### src/rtl/seg7_pkg.sv
// Shared definitions for the 8-digit 7-segment scan controller.
//   - HEX_SEG_TABLE : nibble -> segments {a,b,c,d,e,f,g}, 1 = lit
//   - SEG_OFF / CSN_OFF : dark segment bus / all digits deselected
//   - scan_state_e : per-slot phase (BLANK anti-ghost gap, then DRIVE)
package seg7_pkg;

  localparam int NUM_DIGITS = 8;
  localparam int IDX_W      = $clog2(NUM_DIGITS);

  localparam logic [7:0] CSN_OFF = 8'hff;
  localparam logic [6:0] SEG_OFF = 7'h00;

  // Index 0 is the first element.
  localparam logic [6:0] HEX_SEG_TABLE [16] = '{
    7'b1111110,  // 0
    7'b0110000,  // 1
    7'b1101101,  // 2
    7'b1111001,  // 3
    7'b0110011,  // 4
    7'b1011011,  // 5
    7'b1011111,  // 6
    7'b1110000,  // 7
    7'b1111111,  // 8
    7'b1111011,  // 9
    7'b1110111,  // A
    7'b0011111,  // b
    7'b1001110,  // C
    7'b0111101,  // d
    7'b1001111,  // E
    7'b1000111   // F
  };

  typedef enum logic {
    ST_BLANK = 1'b0,
    ST_DRIVE = 1'b1
  } scan_state_e;

endpackage

### src/rtl/seg7_hex_dec.sv
// Combinational hex-to-7-segment decoder.
//   nibble : input  [3:0] hex digit
//   seg    : output [6:0] segments {a,b,c,d,e,f,g}, 1 = lit
module seg7_hex_dec
  import seg7_pkg::*;
(
  input  logic [3:0] nibble,
  output logic [6:0] seg
);

  assign seg = HEX_SEG_TABLE[nibble];

endmodule

### src/rtl/seg7_scan_ctrl.sv
// Time-multiplexed scan controller for an 8-digit common-segment display.
// One digit is refreshed per slot of SCAN_DIV cycles; the first
// BLANK_CYCLES of each slot deselect every digit to avoid ghosting.
// New values arrive through a valid/ready handshake into a pending
// register and are promoted to the active register only at the frame
// boundary, so a frame never mixes old and new digits.
//
// Ports:
//   clk, resetn          : clock, synchronous active-low reset
//   load_valid/ready     : handshake for a new display value
//   load_data [31:0]     : 8 hex nibbles, nibble i -> digit i
//   load_mask [7:0]      : bit i = 1 shows digit i
//   num_csn   [7:0]      : digit selects, active-low
//   num_a_g   [6:0]      : segments {a..g}, 1 = lit
//   frame_done           : one-cycle pulse after digit 7's slot
module seg7_scan_ctrl
  import seg7_pkg::*;
#(
  parameter int SCAN_DIV     = 16,
  parameter int BLANK_CYCLES = 2
) (
  input  logic        clk,
  input  logic        resetn,
  input  logic        load_valid,
  output logic        load_ready,
  input  logic [31:0] load_data,
  input  logic [7:0]  load_mask,
  output logic [7:0]  num_csn,
  output logic [6:0]  num_a_g,
  output logic        frame_done
);

  localparam int CNT_W = $clog2(SCAN_DIV);
  localparam logic [CNT_W-1:0] SLOT_LAST = CNT_W'(SCAN_DIV - 1);
  localparam logic [CNT_W-1:0] BLANK_END = CNT_W'(BLANK_CYCLES);
  localparam logic [IDX_W-1:0] DIG_LAST  = IDX_W'(NUM_DIGITS - 1);
  // The counter resets to slot 0, so the phase resets to whatever slot 0 is.
  localparam scan_state_e RESET_STATE = (BLANK_CYCLES > 0) ? ST_BLANK : ST_DRIVE;

  // Scan position
  logic [CNT_W-1:0] slot_cnt_q, slot_cnt_d;
  logic [IDX_W-1:0] dig_idx_q, dig_idx_d;
  scan_state_e      state_q, state_d;

  // Value registers
  logic [31:0] active_data_q, active_data_d;
  logic [7:0]  active_mask_q, active_mask_d;
  logic [31:0] pend_data_q, pend_data_d;
  logic [7:0]  pend_mask_q, pend_mask_d;
  logic        pending_q, pending_d;

  // Registered outputs
  logic        load_ready_q, load_ready_d;
  logic [7:0]  num_csn_q, num_csn_d;
  logic [6:0]  num_a_g_q, num_a_g_d;
  logic        frame_done_q, frame_done_d;

  logic              frame_end;
  logic              accept;
  logic [NUM_DIGITS-1:0] digit_on;
  logic [3:0]        cur_nibble;
  logic [6:0]        cur_seg;

  // Slot / digit counters and the BLANK/DRIVE phase of the next slot cycle.
  always_comb begin
    slot_cnt_d = slot_cnt_q + 1'b1;
    dig_idx_d  = dig_idx_q;
    frame_end  = (dig_idx_q == DIG_LAST) && (slot_cnt_q == SLOT_LAST);
    if (slot_cnt_q == SLOT_LAST) begin
      slot_cnt_d = '0;
      dig_idx_d  = dig_idx_q + 1'b1;
    end
    state_d = (slot_cnt_d < BLANK_END) ? ST_BLANK : ST_DRIVE;
  end

  // Handshake and frame-boundary promotion. Acceptance and promotion can
  // never coincide: ready is low exactly while something is pending.
  always_comb begin
    accept        = load_valid && load_ready_q;
    active_data_d = active_data_q;
    active_mask_d = active_mask_q;
    pend_data_d   = pend_data_q;
    pend_mask_d   = pend_mask_q;
    pending_d     = pending_q;
    if (frame_end && pending_q) begin
      active_data_d = pend_data_q;
      active_mask_d = pend_mask_q;
      pending_d     = 1'b0;
    end
    if (accept) begin
      pend_data_d = load_data;
      pend_mask_d = load_mask;
      pending_d   = 1'b1;
    end
    load_ready_d = !pending_d;
  end

  // digit_on is one-hot (or zero), so its inverse is directly the select bus.
  for (genvar gi = 0; gi < NUM_DIGITS; gi++) begin : g_digit_on
    assign digit_on[gi] = (dig_idx_q == IDX_W'(gi)) && active_mask_q[gi];
  end

  assign cur_nibble = active_data_q[{dig_idx_q, 2'b00} +: 4];

  seg7_hex_dec u_hex_dec (
    .nibble (cur_nibble),
    .seg    (cur_seg)
  );

  // Output drive from the current scan position.
  always_comb begin
    num_csn_d    = CSN_OFF;
    num_a_g_d    = SEG_OFF;
    frame_done_d = frame_end;
    if (state_q == ST_DRIVE && (|digit_on)) begin
      num_csn_d = ~digit_on;
      num_a_g_d = cur_seg;
    end
  end

  always_ff @(posedge clk) begin
    if (!resetn) begin
      slot_cnt_q    <= '0;
      dig_idx_q     <= '0;
      state_q       <= RESET_STATE;
      active_data_q <= 32'h0;
      active_mask_q <= 8'h00;
      pend_data_q   <= 32'h0;
      pend_mask_q   <= 8'h00;
      pending_q     <= 1'b0;
      load_ready_q  <= 1'b1;
      num_csn_q     <= CSN_OFF;
      num_a_g_q     <= SEG_OFF;
      frame_done_q  <= 1'b0;
    end else begin
      slot_cnt_q    <= slot_cnt_d;
      dig_idx_q     <= dig_idx_d;
      state_q       <= state_d;
      active_data_q <= active_data_d;
      active_mask_q <= active_mask_d;
      pend_data_q   <= pend_data_d;
      pend_mask_q   <= pend_mask_d;
      pending_q     <= pending_d;
      load_ready_q  <= load_ready_d;
      num_csn_q     <= num_csn_d;
      num_a_g_q     <= num_a_g_d;
      frame_done_q  <= frame_done_d;
    end
  end

  assign load_ready = load_ready_q;
  assign num_csn    = num_csn_q;
  assign num_a_g    = num_a_g_q;
  assign frame_done = frame_done_q;

endmodule

### config.mk
export PLATFORM = sky130hd
export DESIGN_NAME = seg7_scan_ctrl
export DESIGN_NICKNAME = d
export VERILOG_FILES = /design/src/rtl/seg7_pkg.sv /design/src/rtl/seg7_hex_dec.sv /design/src/rtl/seg7_scan_ctrl.sv
export SDC_FILE = /design/constraint.sdc
export NUM_CORES = 1
export LEC_CHECK = 0
export ABC_AREA = 1
export CORE_UTILIZATION = 58
export DETAILED_ROUTE_END_ITERATION = 16
export HOLD_SLACK_MARGIN = 0.05
export PLACE_DENSITY = 0.95
export SLEW_MARGIN = 20
export SYNTH_ARGS = -nofsm -noshare
export SYNTH_HDL_FRONTEND = slang
export SYNTH_SLANG_ARGS = --single-unit
### constraint.sdc
create_clock -name clk -period 4.75 [get_ports clk]
set_clock_uncertainty 0.2 [all_clocks]
set_input_delay 0.95 -clock clk [delete_from_list [all_inputs] [get_ports clk]]
set_output_delay 0.95 -clock clk [all_outputs]
set_load 0.02 [all_outputs]
==> results of run 1 <==
-- cell type report --
| cell class | instances | area [sq um] | share of cell area [%] |
|---|---|---|---|
| multi-input combinational | 395 | 1880 | 37.3 |
| inverter | 23 | 110 | 2.18 |
| clock inverter | 4 | 51.3 | 1.02 |
| clock buffer | 12 | 145 | 2.88 |
| timing repair buffer | 62 | 608 | 12.1 |
| tap | 99 | 124 | 2.46 |
| sequential | 106 | 2120 | 42.1 |
-- where the power goes --
part,total [W],switching [W],internal (W)
Combinational,0.000111,0.0000551,0.0000556
Sequential,0.000940,0.0000182,0.000921
Clock,0.000553,0.000294,0.000259
-- placed cells by master, fill, tap and decap left out, drive strengths merged --
cell | synthesis | final
buf | 16 | 4
clkdlybuf4s50 | 0 | 58
clkbuf | 15 | 12
nand3 | 30 | 30
a31oi | 1 | 1
bufinv | 1 | 2
clkinv | 0 | 2
o21ai | 97 | 97
nor3 | 2 | 2
nand4 | 4 | 4
clkinvlp | 0 | 1
o22ai | 2 | 2
nor2 | 195 | 195
ha | 14 | 14
inv | 22 | 22
nand2 | 42 | 42
dfxtp | 106 | 106
a21oi | 8 | 8
-- kinds of logic (layout without fill, tap and decap cells) --
group           Yosys count  after routing  synth area share (%)
flops                   106            106                  49.2
buf+inv                  54            101                  7.19
simple gates            273            273                  26.5
compound gates          108            108                  13.1
fa+ha+maj                14             14                  4.06
-- state kept, by name (all words and copies together), names as in the netlist --
name	cells
dig_idx_q	3
active_data_q	32
frame_done	1
state_q	1
load_ready	1
pending_q	1
slot_cnt_q	4
num_csn	8
pend_data_q	32
active_mask_q	8
num_a_g	7
pend_mask_q	8
-- through the flow --
step / hold WS (ps) / std cells / total power, W / setup slack (ps) / utilization [%]
after detailed placement: 214 / 685 / 0.00107 / 1530 / 67.2
after floorplan: 194 / 555 / 0.00102 / 2660 / -
after global placement: 220 / 685 / 0.00106 / 1670 / 67.2
after global routing: 250 / 701 / 0.00166 / 1620 / 69.9
final: 251 / 701 / 0.00160 / 1810 / 69.9
after CTS: 241 / 701 / 0.00161 / 1850 / 69.9
-- how the worst min path moves through the flow --
stage / from / endpoint / slack, ps / cells after the start
2_1_floorplan: active_mask_q[3] / num_csn[3] / 190 / 1
3_3_place_gp: active_mask_q[3] / num_csn[3] / 220 / 1
3_5_place_dp: active_mask_q[3] / num_csn[3] / 210 / 1
4_1_cts: active_mask_q[3] / num_csn[3] / 240 / 1
5_1_grt: active_mask_q[3] / num_csn[3] / 250 / 1
6_report: active_mask_q[3] / num_csn[3] / 250 / 1
-- layer usage --
layer  track usage, %  part of all wire, %  wire length, microns  vias up
met1             28.8                   42                  3700     1720
li1                 -                    -                     -     1880
met2             46.4                   51                  4540      131
met4             15.2                  3.0                   264        0
met5                0                    0                     0        -
met3             4.20                  4.6                   413       29
-- critical path, stage by stage, from the launching register on --
cell	delay, ps
dfxtp_1	820
ha_1	300
ha_1	250
nand2_2	110
nor2_4	80
buf_4	380
inv_2	360
nor2_1	250
nor2_1	70
==> impl_metrics.ini, run 1 <==
[logic_synthesis]
yosys.area.top_type = dfxtp_1
syn_inst = 555
ys_top_cells_by_area = dfxtp_1 49%, nor2_1 17%, o21ai_0 5.7%, o21ai_1 5.5%, ha_1 4.1%
synth_seq_cells = 106
synth.distinct_cells = 29
netlist_top_cells_count = 190 x nor2_1, 106 x dfxtp_1, 49 x o21ai_0
synth_fp_nets = 612
synthesis.area_sq_um = 4310
synth_ff_type = dfxtp_1
synth_edf_count = 0
synthArstFlopShare_pct = 0
yosysMostFrequentCell = nor2_1
yosysWarningCount = 0
synth.top_cell.area_share_pct = 49.2
syn_area_per_cell_sq_um = 7.77
seq_area_frac_synth_pct = 49.2

[floorplan]
initial_core_util_pct = 59.8
fp-row-count = 31
ios = 60
fp.dieW_microns = 88.2
die_y_microns = 88.2
dieArea_sq_um = 7780
design.core.area_sq_um = 7210

[clocking]
cts_tree = built
cts_root_buffer = clkbuf_8
cts.repair.resized = 0
post_cts_buffers = 0
clkTransAtPathRegs_ps = 100
numCtsBuffers = 9
cts.sinks = 106
clk_latency_ps = 370
hold_buffers = 0
clock_path_buffers = 2
htree_num_levels = 3

[worst_setup_path]
worstPathMaxFanout = 41
r2r_start = dig_idx_q[0]
r2r-end = active_mask_q[4]
criticalPathCategory = flop to flop
crit_start = dig_idx_q[0]
rrSetupSlack_ps = 1810
required_ps = 4820
critPathCapture = active_mask_q[4]
critPathLaunchType = flop
arrival_ps = 3010
cp-end-kind = flop
reg2reg_depth = 8

[power]
p_leak_nw = 2.15
p_per_area_nw_per_um2 = 318
vdd_drop_max_uv = 171

[timing]
slew_headroom_pct = 45.7
worst_pin_slew_ps = 815
rsz0062_at_grt = no
fin_tns_setup_ps = 0
fmax_mhz = 340
drv_slew = 0
layout_min_cycle_time_ps = 2940
hold_viol = 0
fin_crit_sh_pct = 61.9
setup_violations = 0

[finish]
stdcell_area_sq_um = 5040
nets = 654
drive_above_1_share_pct = 6.81
diodes = 0
syn2layout_area_growth_pct = 16.9
fillers = 576

[placement]
placed_cell_area_sq_um = 4840
io_buffers = 59
gp_congestion = 0.891
hpwl_microns = 6010

[worst_hold_path]
min_path_type = flop to flop

[drt]
wl_microns = 8920
antenna_left = 0
wl_per_cell_microns = 12.7
dr.first_iter.drc_count = 257
drc = 0
viasPerCell = 5.36
drt_pass1_iterations = 5
routed-via-count = 3760

[run_status]
status = finished, final reports clean

[global_routing]
grt_pass1_wl_microns = 15600
antenna_found_initial = 0
grt_max_degree = 60
gr-total-overflow = 0
grt_pass1_vias = 3598
grt_usage_pct = 25.8

[job]
cap_violations = 0
Power figures use the tool's default switching activity.
==> run 2: changes to the inputs <==
CORE_UTILIZATION = 49   (was 58)
PLACE_DENSITY = 0.87   (was 0.95)
clock period = 2.4 ns   (was 4.75 ns; I/O delays follow)
==> run 2 against run 1 <==
Clock-buffer cell count shrank 1; via count is 2.0% lower; die area rose by 18%; hold slack lost 8.2 ps; non-clock buffer count up 7; register-to-register slack got worse by 1600 ps; critical path type unchanged; largest power group unchanged.
==> impl_metrics.ini, run 2 (synthesized netlist as in run 1, its figures left out) <==
[run_status]
status = finished, final reports clean

[timing]
fin_crit_sh_pct = 90.2
fmax_mhz = 462
drv_slew = 0
layout_min_cycle_time_ps = 2170
fin_tns_setup_ps = 0
hold_viol = 0
rsz0062_at_grt = no
worst_pin_slew_ps = 641
slew_headroom_pct = 57.2
setup_violations = 0

[worst_hold_path]
min_path_type = flop to flop

[floorplan]
fp-row-count = 33
design.core.area_sq_um = 8380
ios = 60
fp.dieW_microns = 95.8
die_y_microns = 95.8
initial_core_util_pct = 51.5
dieArea_sq_um = 9180

[power]
p_leak_nw = 2.23
intPower_w = 0.00276
sequentialPowerShare_pct = 53.3
p_per_area_nw_per_um2 = 674
total_power_w = 0.00349
p_switching_w = 0.000729
power_frac_clock_pct = 40.1
vdd_drop_max_uv = 541
switching_share_pct = 20.9
combPwrFrac_pct = 6.6

[placement]
gp_congestion = 0.815
io_buffers = 59
hpwl_microns = 6420

[clocking]
cts_root_buffer = clkbuf_8
htree_num_levels = 3
hold_buffers = 0
cts.sinks = 106
clk_latency_ps = 370
cts.repair.resized = 0
post_cts_buffers = 0
clock_path_buffers = 2
numCtsBuffers = 9
clkTransAtPathRegs_ps = 90
cts_tree = built

[drt]
viasPerCell = 5.16
routed-via-count = 3685
drc = 0
wl_microns = 9350
antenna_left = 0
wl_per_cell_microns = 13.1
drt_pass1_iterations = 4
dr.first_iter.drc_count = 216

[worst_setup_path]
required_ps = 2500
cp-end-kind = flop
worstPathMaxFanout = 40
criticalPathCategory = flop to flop
arrival_ps = 2270
critPathLaunchType = flop

[finish]
final_common_cell = nor2_1
fillers = 691
drive_above_1_share_pct = 7.88
mostFrequentLayoutCells = 190 x nor2_1, 106 x dfxtp_1, 58 x clkdlybuf4s50_1
diodes = 0
syn2layout_area_growth_pct = 20.2
reg_top3 = active_data_q (32), pend_data_q (32)
nets = 661

[global_routing]
grt_max_degree = 86
grt_pass1_wl_microns = 16100
gr-total-overflow = 0
grt_usage_pct = 22.6
grt_pass1_vias = 3594
antenna_found_initial = 0

[job]
cap_violations = 0
run 2: changes by cell type in the layout (fill, tap and decap cells not counted), sizes merged:
cell / before / now
clkbuf: 12 / 11
clkinv: 2 / 1
clkinvlp: 1 / 0
buf: 4 / 11
bufinv: 2 / 5
run 2: final timing paths:
check	startpoint	end	slack, ps	depth (start not counted)
max	dig_idx_q[0]	active_data_q[30]	230	8
min	active_mask_q[7]	num_csn[7]	240	1
max reg2reg	dig_idx_q[0]	active_data_q[30]	230	8
min reg2reg	active_mask_q[7]	num_csn[7]	240	1
run 2: area by class of cell:
type	count	area [sq um]	area share [%]
Inverter	23	110	2.12
Multi-Input combinational cell	395	1880	36.3
Clock buffer	11	141	2.73
Sequential cell	106	2120	40.9
Clock inverter	5	125	2.41
Timing Repair Buffer	69	673	13.0
Tap cell	105	131	2.53
run 2: routing by layer:
| layer | share of wire [%] | track usage, % | vias up |
|---|---|---|---|
| met1 | 46 | 28.7 | 1685 |
| li1 | - | - | 1888 |
| met4 | 2.2 | 9.45 | 0 |
| met5 | 0 | 0 | - |
| met3 | 3.5 | 3.63 | 21 |
| met2 | 48 | 37.9 | 91 |
run 2: metrics by stage:
| stage | area (sq um) | hold WS, ps | setup slack, ps | cells | util [%] |
|---|---|---|---|---|---|
| finish | 5180 | 243 | 235 | 714 | 61.8 |
| global placement | 4920 | 212 | 324 | 698 | 58.7 |
| CTS | 5180 | 239 | 233 | 714 | 61.8 |
| global route | 5180 | 270 | 76.8 | 714 | 61.8 |
| floorplan | 4310 | 194 | 310 | 555 | - |
| detailed placement | 4920 | 218 | 273 | 698 | 58.7 |
run 2: power groups by stage:
stage	sequential [W]	clock, W	combinational, W
detailed placement	0.00190	0	0.000232
global placement	0.00190	0	0.000221
global route	0.00187	0.00149	0.000260
floorplan	0.00189	0	0.000126
finish	0.00186	0.00140	0.000231
CTS	0.00186	0.00142	0.000233
run 2: worst max-delay path, cell delays in order (launching register included):
cell	delay (ps)
dfxtp_1	310
buf_4	190
ha_1	240
ha_1	230
nand2_2	130
nor2_4	50
inv_2	470
nor2_1	140
nor2_1	150
